**src/rtl/core_pkg.sv**
```systemverilog
// Shared definitions for the single-cycle RISC-V core:
// branch encodings, exception causes, PC FSM states and ALU select codes.
package core_pkg;

    localparam logic [2:0] F3_BEQ = 3'b000;
    localparam logic [2:0] F3_BNE = 3'b001;
    localparam logic [2:0] F3_BLT = 3'b100;
    localparam logic [2:0] F3_BGE = 3'b101;

    localparam logic [1:0] CAUSE_NONE     = 2'b00;
    localparam logic [1:0] CAUSE_MISALIGN = 2'b01;
    localparam logic [1:0] CAUSE_ILLEGAL  = 2'b10;

    localparam logic [3:0] ALU_SEL_ADD = 4'b0010;
    localparam logic [3:0] ALU_SEL_SUB = 4'b0110;
    localparam logic [3:0] ALU_SEL_SLT = 4'b0111;

    typedef enum logic [1:0] {
        ST_RUN  = 2'b00,
        ST_TRAP = 2'b01,
        ST_HALT = 2'b10
    } pc_state_e;

endpackage

```
**src/rtl/branch_resolve.sv**
```systemverilog
// Combinational branch condition: maps Funct3 and ALU flags to
// taken / illegal.
module branch_resolve
    import core_pkg::*;
(
    input  logic [2:0] Funct3,
    input  logic       Zero,
    input  logic       Alu_Lsb,
    output logic       taken,
    output logic       illegal
);

    always_comb begin
        taken   = 1'b0;
        illegal = 1'b0;
        unique case (Funct3)
            F3_BEQ:  taken = Zero;
            F3_BNE:  taken = ~Zero;
            F3_BLT:  taken = Alu_Lsb;
            F3_BGE:  taken = ~Alu_Lsb;
            // ALU has no unsigned compare, so BLTU/BGEU are rejected too
            default: illegal = 1'b1;
        endcase
    end

endmodule

```
**src/rtl/pc_unit.sv**
```systemverilog
// Program counter, next-PC select, trap/halt FSM and retired-instruction
// counter of the single-cycle core.
module pc_unit
    import core_pkg::*;
#(
    parameter logic [31:0] RESET_PC = 32'h0000_0000,
    parameter logic [31:0] TRAP_VEC = 32'h0000_0100
) (
    input  logic        clk,
    input  logic        reset,
    input  logic        Stall,
    input  logic        Branch,
    input  logic [2:0]  Funct3,
    input  logic        Jump,
    input  logic        Jalr,
    input  logic [31:0] Imm,
    input  logic [31:0] ALU_Out,
    input  logic        Zero,
    output logic [31:0] PC,
    output logic [31:0] PC_Plus4,
    output logic [31:0] Epc,
    output logic [1:0]  Cause,
    output logic        Trap_Taken,
    output logic        Halted,
    output logic [63:0] Instret
);

    pc_state_e   state_q, state_d;
    logic [31:0] pc_q, pc_d;
    logic [31:0] epc_q, epc_d;
    logic [1:0]  cause_q, cause_d;
    logic [63:0] instret_q, instret_d;

    logic        br_taken, br_illegal;
    logic        redirect, illegal, misalign, fault;
    logic [31:0] next_pc, target;
    logic [1:0]  fault_cause;

    branch_resolve u_branch_resolve (
        .Funct3  (Funct3),
        .Zero    (Zero),
        .Alu_Lsb (ALU_Out[0]),
        .taken   (br_taken),
        .illegal (br_illegal)
    );

    always_comb begin
        target   = pc_q + Imm;
        redirect = 1'b1;
        if (Jalr) begin
            target = ALU_Out & ~32'h1;
        end else if (Jump) begin
            target = pc_q + Imm;
        end else if (Branch && br_taken) begin
            target = pc_q + Imm;
        end else begin
            redirect = 1'b0;
        end
        next_pc     = redirect ? target : pc_q + 32'd4;
        illegal     = Branch && br_illegal;
        misalign    = redirect && (target[1:0] != 2'b00);
        fault       = illegal || misalign;
        fault_cause = illegal ? CAUSE_ILLEGAL : CAUSE_MISALIGN;
    end

    always_comb begin
        state_d   = state_q;
        pc_d      = pc_q;
        epc_d     = epc_q;
        cause_d   = cause_q;
        instret_d = instret_q;
        if (!Stall) begin
            unique case (state_q)
                ST_RUN, ST_TRAP: begin
                    if (fault) begin
                        epc_d   = pc_q;
                        cause_d = fault_cause;
                        if (state_q == ST_RUN) begin
                            pc_d    = TRAP_VEC;
                            state_d = ST_TRAP;
                        end else begin
                            state_d = ST_HALT;
                        end
                    end else begin
                        pc_d      = next_pc;
                        instret_d = instret_q + 64'd1;
                        state_d   = ST_RUN;
                    end
                end
                default: ;
            endcase
        end
    end

    always_ff @(posedge clk) begin
        if (reset) begin
            state_q   <= ST_RUN;
            pc_q      <= RESET_PC;
            epc_q     <= 32'h0;
            cause_q   <= CAUSE_NONE;
            instret_q <= 64'h0;
        end else begin
            state_q   <= state_d;
            pc_q      <= pc_d;
            epc_q     <= epc_d;
            cause_q   <= cause_d;
            instret_q <= instret_d;
        end
    end

    assign PC         = pc_q;
    assign PC_Plus4   = pc_q + 32'd4;
    assign Epc        = epc_q;
    assign Cause      = cause_q;
    assign Trap_Taken = (state_q == ST_TRAP);
    assign Halted     = (state_q == ST_HALT);
    assign Instret    = instret_q;

endmodule

```
**config.mk**
```make
export PLATFORM = sky130hd
export DESIGN_NAME = pc_unit
export DESIGN_NICKNAME = d
export VERILOG_FILES = /design/src/rtl/core_pkg.sv /design/src/rtl/branch_resolve.sv /design/src/rtl/pc_unit.sv
export SDC_FILE = /design/constraint.sdc
export NUM_CORES = 1
export LEC_CHECK = 0
export ABC_AREA = 1
export CAP_MARGIN = 20
export CORE_MARGIN = 4
export CORE_UTILIZATION = 55
export CTS_CLUSTER_DIAMETER = 40
export DETAILED_ROUTE_END_ITERATION = 10
export DONT_BUFFER_PORTS = 1
export PLACE_DENSITY_LB_ADDON = 0.15
export RECOVER_POWER = 50
export SETUP_SLACK_MARGIN = 0.05
export SYNTH_ARGS = -nofsm -noshare
export SYNTH_HDL_FRONTEND = slang
export SYNTH_SLANG_ARGS = --single-unit
```
**constraint.sdc**
```tcl
create_clock -name clk -period 5.6 [get_ports clk]
set_input_delay 0.84 -clock clk [delete_from_list [all_inputs] [get_ports clk]]
set_output_delay 0.84 -clock clk [all_outputs]
set_load 0.02 [all_outputs]
```
== Yosys cells after proc, flatten, opt, wreduce, memory -nomap -nowiden ==
Index checks and enable logic that the tools add are counted.

* Register bits after elaboration: 132
* Bits of input ports: 74
* Output and inout bits: 164

* $add $sub $neg: 3
* Reductions and logical operators: 13
* Bitwise operators: 4
* Mux-type cells: 12
* Equal/unequal tests: 6

{| class="wikitable"
|+ Operator list
! kind !! number
|-
| 32-bit two-way mux || 4
|-
| 64-bit by 1-bit adder with 64-bit output, second input constant || 1
|-
| 32-bit by 3-bit adder with 32-bit output, second input constant || 1
|-
| 32-bit adder || 1
|-
| 3-bit AND reduction || 3
|-
| 3-bit equality test, second input constant || 2
|-
| 2-bit two-way mux || 3
|-
| 1-bit two-way mux || 4
|-
| 1-bit NOT || 4
|-
| 1-bit one-hot mux with 4 select lines || 1
|-
| 4-bit OR reduction || 1
|-
| 3-bit by 1-bit equality test with 1-bit output, second input constant || 1
|-
| 1-bit logical AND || 3
|-
| 3-bit zero test || 1
|-
| 2-bit by 1-bit equality test with 1-bit output, second input constant || 1
|-
| 2-bit equality test, second input constant || 1
|-
| 2-bit zero test || 1
|-
| 2-bit by 1-bit != test with 1-bit output, second input constant || 1
|-
| 2-bit AND reduction || 1
|-
| 2-bit nonzero test || 1
|-
| 2-bit OR reduction || 1
|-
| 1-bit logical OR || 1
|}

== Longest topological paths before layout ==
* Depth after elaboration: 10
* Mapped depth: 15
* Gate-level depth less buffers: 15

== Hierarchy ==
Synthesis repeated with hierarchy kept, for this count alone.

* Cells, all modules: 1,673
* Area, all modules: 10,008.3 µm²

{| class="wikitable"
|+ By module, submodules not included
! module !! instances !! cells an instance !! area each (µm²)
|-
| pc_unit || 1 || 1,663 || 9,960.8
|-
| branch_resolve || 1 || 10 || 47.5
|}

== Worst setup path after synthesis ==
OpenSTA, ideal clock, no wires.

* Path type: input to register
* From: input Imm[0]
* To: register pc_q[10], in the netlist PC[10]
* Arrival: 2.447 ns
* Required time: 5.466 ns
* Stages: 14
* Path buffers: 2
* Setup slack: 3.019 ns
* Cells stage by stage: ha_1 > inv_1 > fa_1 > inv_1 > o21ai_0 > nand3_1 > nand2_2 > nor2_1 > nor2_2 > inv_2 > buf_6 > buf_6 > nand2_1 > a21oi_1

* Longest elaborated chain between the ends: 7

{| class="wikitable"
|+ Ends and longest elaborated chain
! element !! RTL line !! source
|-
| start: declaration || pc_unit.sv:16 || <nowiki>input logic [31:0] Imm,</nowiki>
|-
| 32-bit adder (*) || pc_unit.sv:48, pc_unit.sv:53, pc_unit.sv:55 ||
|-
| 32-bit two-way mux (*) || pc_unit.sv:50 || <nowiki>if (Jalr) begin</nowiki>
|-
| 2-bit nonzero test || pc_unit.sv:61 || <nowiki>misalign = redirect && (target[1:0] != 2'b00);</nowiki>
|-
| 1-bit logical AND || pc_unit.sv:61 ||
|-
| 1-bit logical OR || pc_unit.sv:62 || <nowiki>fault = illegal || misalign;</nowiki>
|-
| 2-bit by 1-bit != test with 1-bit output (no line) || - ||
|-
| 3-bit AND reduction (no line) || - ||
|-
| end signal: assignment || pc_unit.sv:104 || <nowiki>pc_q <= pc_d;</nowiki>
|-
| end: declaration || pc_unit.sv:29 || <nowiki>logic [31:0] pc_q, pc_d;</nowiki>
|}

Mark *: on every way between the ends. The rest lies on a longest branch, timed or not.
A chain may end at the register's enable or synchronous reset.

== Final worst setup path ==
* From: register pc_q[0], in the netlist PC[0]
* To: register instret_q[6], in the netlist Instret[6]

* Longest elaborated chain between the ends: 7

{| class="wikitable"
|+ Ends and longest elaborated chain
! element !! RTL line !! source
|-
| 32-bit adder || pc_unit.sv:48, pc_unit.sv:53, pc_unit.sv:55 ||
|-
| 32-bit two-way mux || pc_unit.sv:50 ||
|-
| 2-bit nonzero test || pc_unit.sv:61 ||
|-
| 1-bit logical AND || pc_unit.sv:61 ||
|-
| 1-bit logical OR || pc_unit.sv:62 ||
|-
| 1-bit NOT (no line) || - ||
|-
| 3-bit AND reduction (no line) || - ||
|-
| end signal: assignment || pc_unit.sv:107 || <nowiki>instret_q <= instret_d;</nowiki>
|-
| end: declaration || pc_unit.sv:32 || <nowiki>logic [63:0] instret_q, instret_d;</nowiki>
|}

No other way between the ends.

==> results.toml <==
[run_status]
outcome = "finished clean"

[global_route]
grt_pass1_vias = 9787
grt-ovfl-total = 0
grt_max_degree = 90
grt_pass1_wl_microns = 57200
antenna_found_initial = 0
grtUsageTotal_pct = 34.0

[yosys]
synth_xor_area_share_pct = 6.79
synth_top_area_share_pct = 25.4
synth_ff_type = "dfxtp_1"
async_reset_ff_share_pct = 0
synth_top_area_cell = "dfxtp_1"
synth.area.top_cells = "dfxtp_1 25%, nand2_1 21%, a21oi_1 8.1%, inv_1 8.0%, nor2_1 7.9%"
netlist_area_sq_um = 10400
ys_seq_area_share_pct = 25.4
synth_top_family_by_area = "simple AND/OR/NAND/NOR gates"
synth_edf_count = 0
ys_ff_latch = 132
synth_cell_types = 42
yosysWarnings = 0
synth.avg_cell_area_sq_um = 5.85
synth_nets = 1886
synthMuxAreaShare_pct = 0
synth_compound_area_share_pct = 12.3
synth_fa_ha_area_share_pct = 4.16
syn-instance-count = 1778
yosys.area_share.simple_pct = 40.4

[die]
initial_core_util_pct = 55.8
core_sq_um = 18600
die_w_microns = 146
ios = 238
dieArea_sq_um = 21200
dieHeight_microns = 146
rows = 50

[clock_network]
cts_sinks = 132
cts_hold_buf = 0
cts-root-buf = "clkbuf_16"
htree_levels = 4
cts_tree = "built"
cts_buffer_depth = 2
path_clk_slew_ns = 0.07
worstSkewPairLatency_ns = 0.43
post_cts_buffers = 0
cts_buffers = 17
cts_resized = 0

[worst_setup_path]
critPathCaptureType = "flip-flop"
path_class = "flip-flop to flip-flop"
reg2regPathDepth = 13
startpoint = "PC[0]"
r2r_slack_ns = 1.74
r2r-end = "Instret[6]"
cp.required_ns = 5.91
worstPathMaxFanout = 42
r2r_start = "PC[0]"
startpoint_type = "flip-flop"
worst_ep_arrival_time_ns = 4.17

[power]
power_density_nw_per_um2 = 241
power_leakage_uw = 0.00491
ir_worst_vdd_mv = 0.231

[sta]
tightest_slew_ns = 1.07
tns_ns = 0
clock.fmax_mhz = 259
fin_ws_ns = 1.74
fin_crit_sh_pct = 68.9
skew_ns = 0.0102
finalMaxSlewViolations = 0
rsz0062_at_grt = "no"
setup_viol = 0
hold_violations = 0
slew-limit-headroom_pct = 28.7
min_period_ns = 3.86

[placement]
gp_congestion = 0.996
preCtsSetupSlack_ns = 2.11
place_hpwl_microns = 29700
portBuffers = 0

[route]
first_pass_iters = 8
drc = 0
routedWlPerCell_microns = 19.0
vias_per_cell = 5.63
num_vias = 11236
drt_first_iter_violations = 1137
wirelength_microns = 37900
ant_nets = 0

[cells_and_area]
layout-drive-gt1-share_pct = 4.60
n_fill_cell = 1896
final_nets = 1855
multi_input_area_sq_um = 6610
syn_to_final_growth_pct = 6.23
area.sequential_sq_um = 2640
diodes = 0

[hold_path]
min_path_type = "input pin to flip-flop"
min_from = "reset"
hold_depth = 1
whs_endpoint = "Instret[53]"

[flow_run]
max-cap-violations = 0
[where the power goes]
part           total [uW]  internal [uW]  switching [uW]
registers            1080            975             104
clock network        1160            681             484
logic                 416            123             293
[synthesized netlist by cell type (2+ instances only)]
cell type / n
and3_1: 4
o21ai_0: 57
nand2_1: 591
or2_2: 2
and2_1: 2
a21o_1: 4
nor2_1: 219
o211ai_1: 6
inv_1: 223
ha_1: 33
a21oi_1: 169
nand3_1: 94
nand2_2: 7
buf_6: 3
nand4_1: 15
nand3_2: 2
dfxtp_1: 132
inv_2: 7
xor2_2: 2
nand3b_1: 3
nor3_1: 36
nor2_4: 2
o21bai_1: 5
xnor2_1: 29
nor2_2: 11
clkbuf_1: 25
buf_4: 9
xor2_1: 48
nor3_4: 2
nor3_2: 11
buf_2: 14
[cell type report]
class / count / share of cell area (%)
sequential: 132 / 23.9
clock inverter: 14 / 1.47
clock buffer: 18 / 3.97
multi-input combinational: 1363 / 59.8
tap: 234 / 2.65
inverter: 230 / 7.81
timing repair buffer: 3 / 0.385
[stage by stage]
step | instance area (sq um) | util, % | std cells | hold WS, ns | power (uW)
final | 11100 | 59.3 | 1994 | 0.479 | 2660
after global routing | 11100 | 59.3 | 1994 | 0.464 | 2750
after CTS | 11000 | 59.2 | 1993 | 0.472 | 2650
after detailed placement | 10400 | 56.0 | 1961 | 0.512 | 1500
after global placement | 10400 | 56.0 | 1961 | 0.497 | 1500
after floorplan | 10400 | - | 1778 | 0.477 | 1410
[cells by family after synthesis]
family / count (synthesis)
AND/OR/NAND/NOR: 1004
buffers and inverters: 283
AO/OA/AOI/OAI: 246
flip-flops: 132
XOR/XNOR: 79
adder cells (fa/ha/maj): 34
[sequential cells by signal, indices dropped and copies added, names as in the netlist]
register,flops
PC,32
Epc,32
Instret,64
state_q,2
Cause,2
[critical path, cell delays in order, from the launching register on]
cell     delay [ns]
dfxtp_1        0.65
ha_1           0.31
inv_1          0.07
fa_1           0.48
inv_1          0.04
o21ai_0        0.14
nand3_1        0.09
nand2_1        0.18
nand2_2        0.07
inv_1          0.77
buf_4          0.54
nand2_1        0.15
o21ai_0        0.17
a21oi_1        0.06
[metal layers]
metal	share of wire (%)	wire length, microns	vias up	global-route usage (%)
met5	0	0	-	0
met4	1.8	680	0	7.64
met3	12	4670	52	10.9
met2	40	15300	576	48.0
met1	46	17300	5074	50.3
li1	-	-	5534	-
[how the worst max path moves through the flow]
stage	end	slack, ns	cells after the start
2_1_floorplan	PC[10]	3.02	14
3_3_place_gp	Instret[3]	2.19	13
5_1_grt	Instret[6]	1.44	13
6_report	Instret[6]	1.74	13
3_5_place_dp	Instret[6]	2.11	13
4_1_cts	PC_Plus4[10]	2.00	5
[cells in the final DEF, fill, tap and decap left out, types with 5 or more instances in the layout]
cell and instances:
inv_2 6, xor2_1 49, nand3_1 94, nand4_1 15, nor2_2 10, inv_6 7
nand2_2 6, o21bai_1 5, nor3_2 11, a21oi_1 169, nor3_1 36, o21ai_0 57
nand2_1 592, clkbuf_16 17, ha_1 33, dfxtp_1 132, inv_1 224, xnor2_1 29
o211ai_1 6, nor2_1 220
Power figures use the tool's default switching activity.
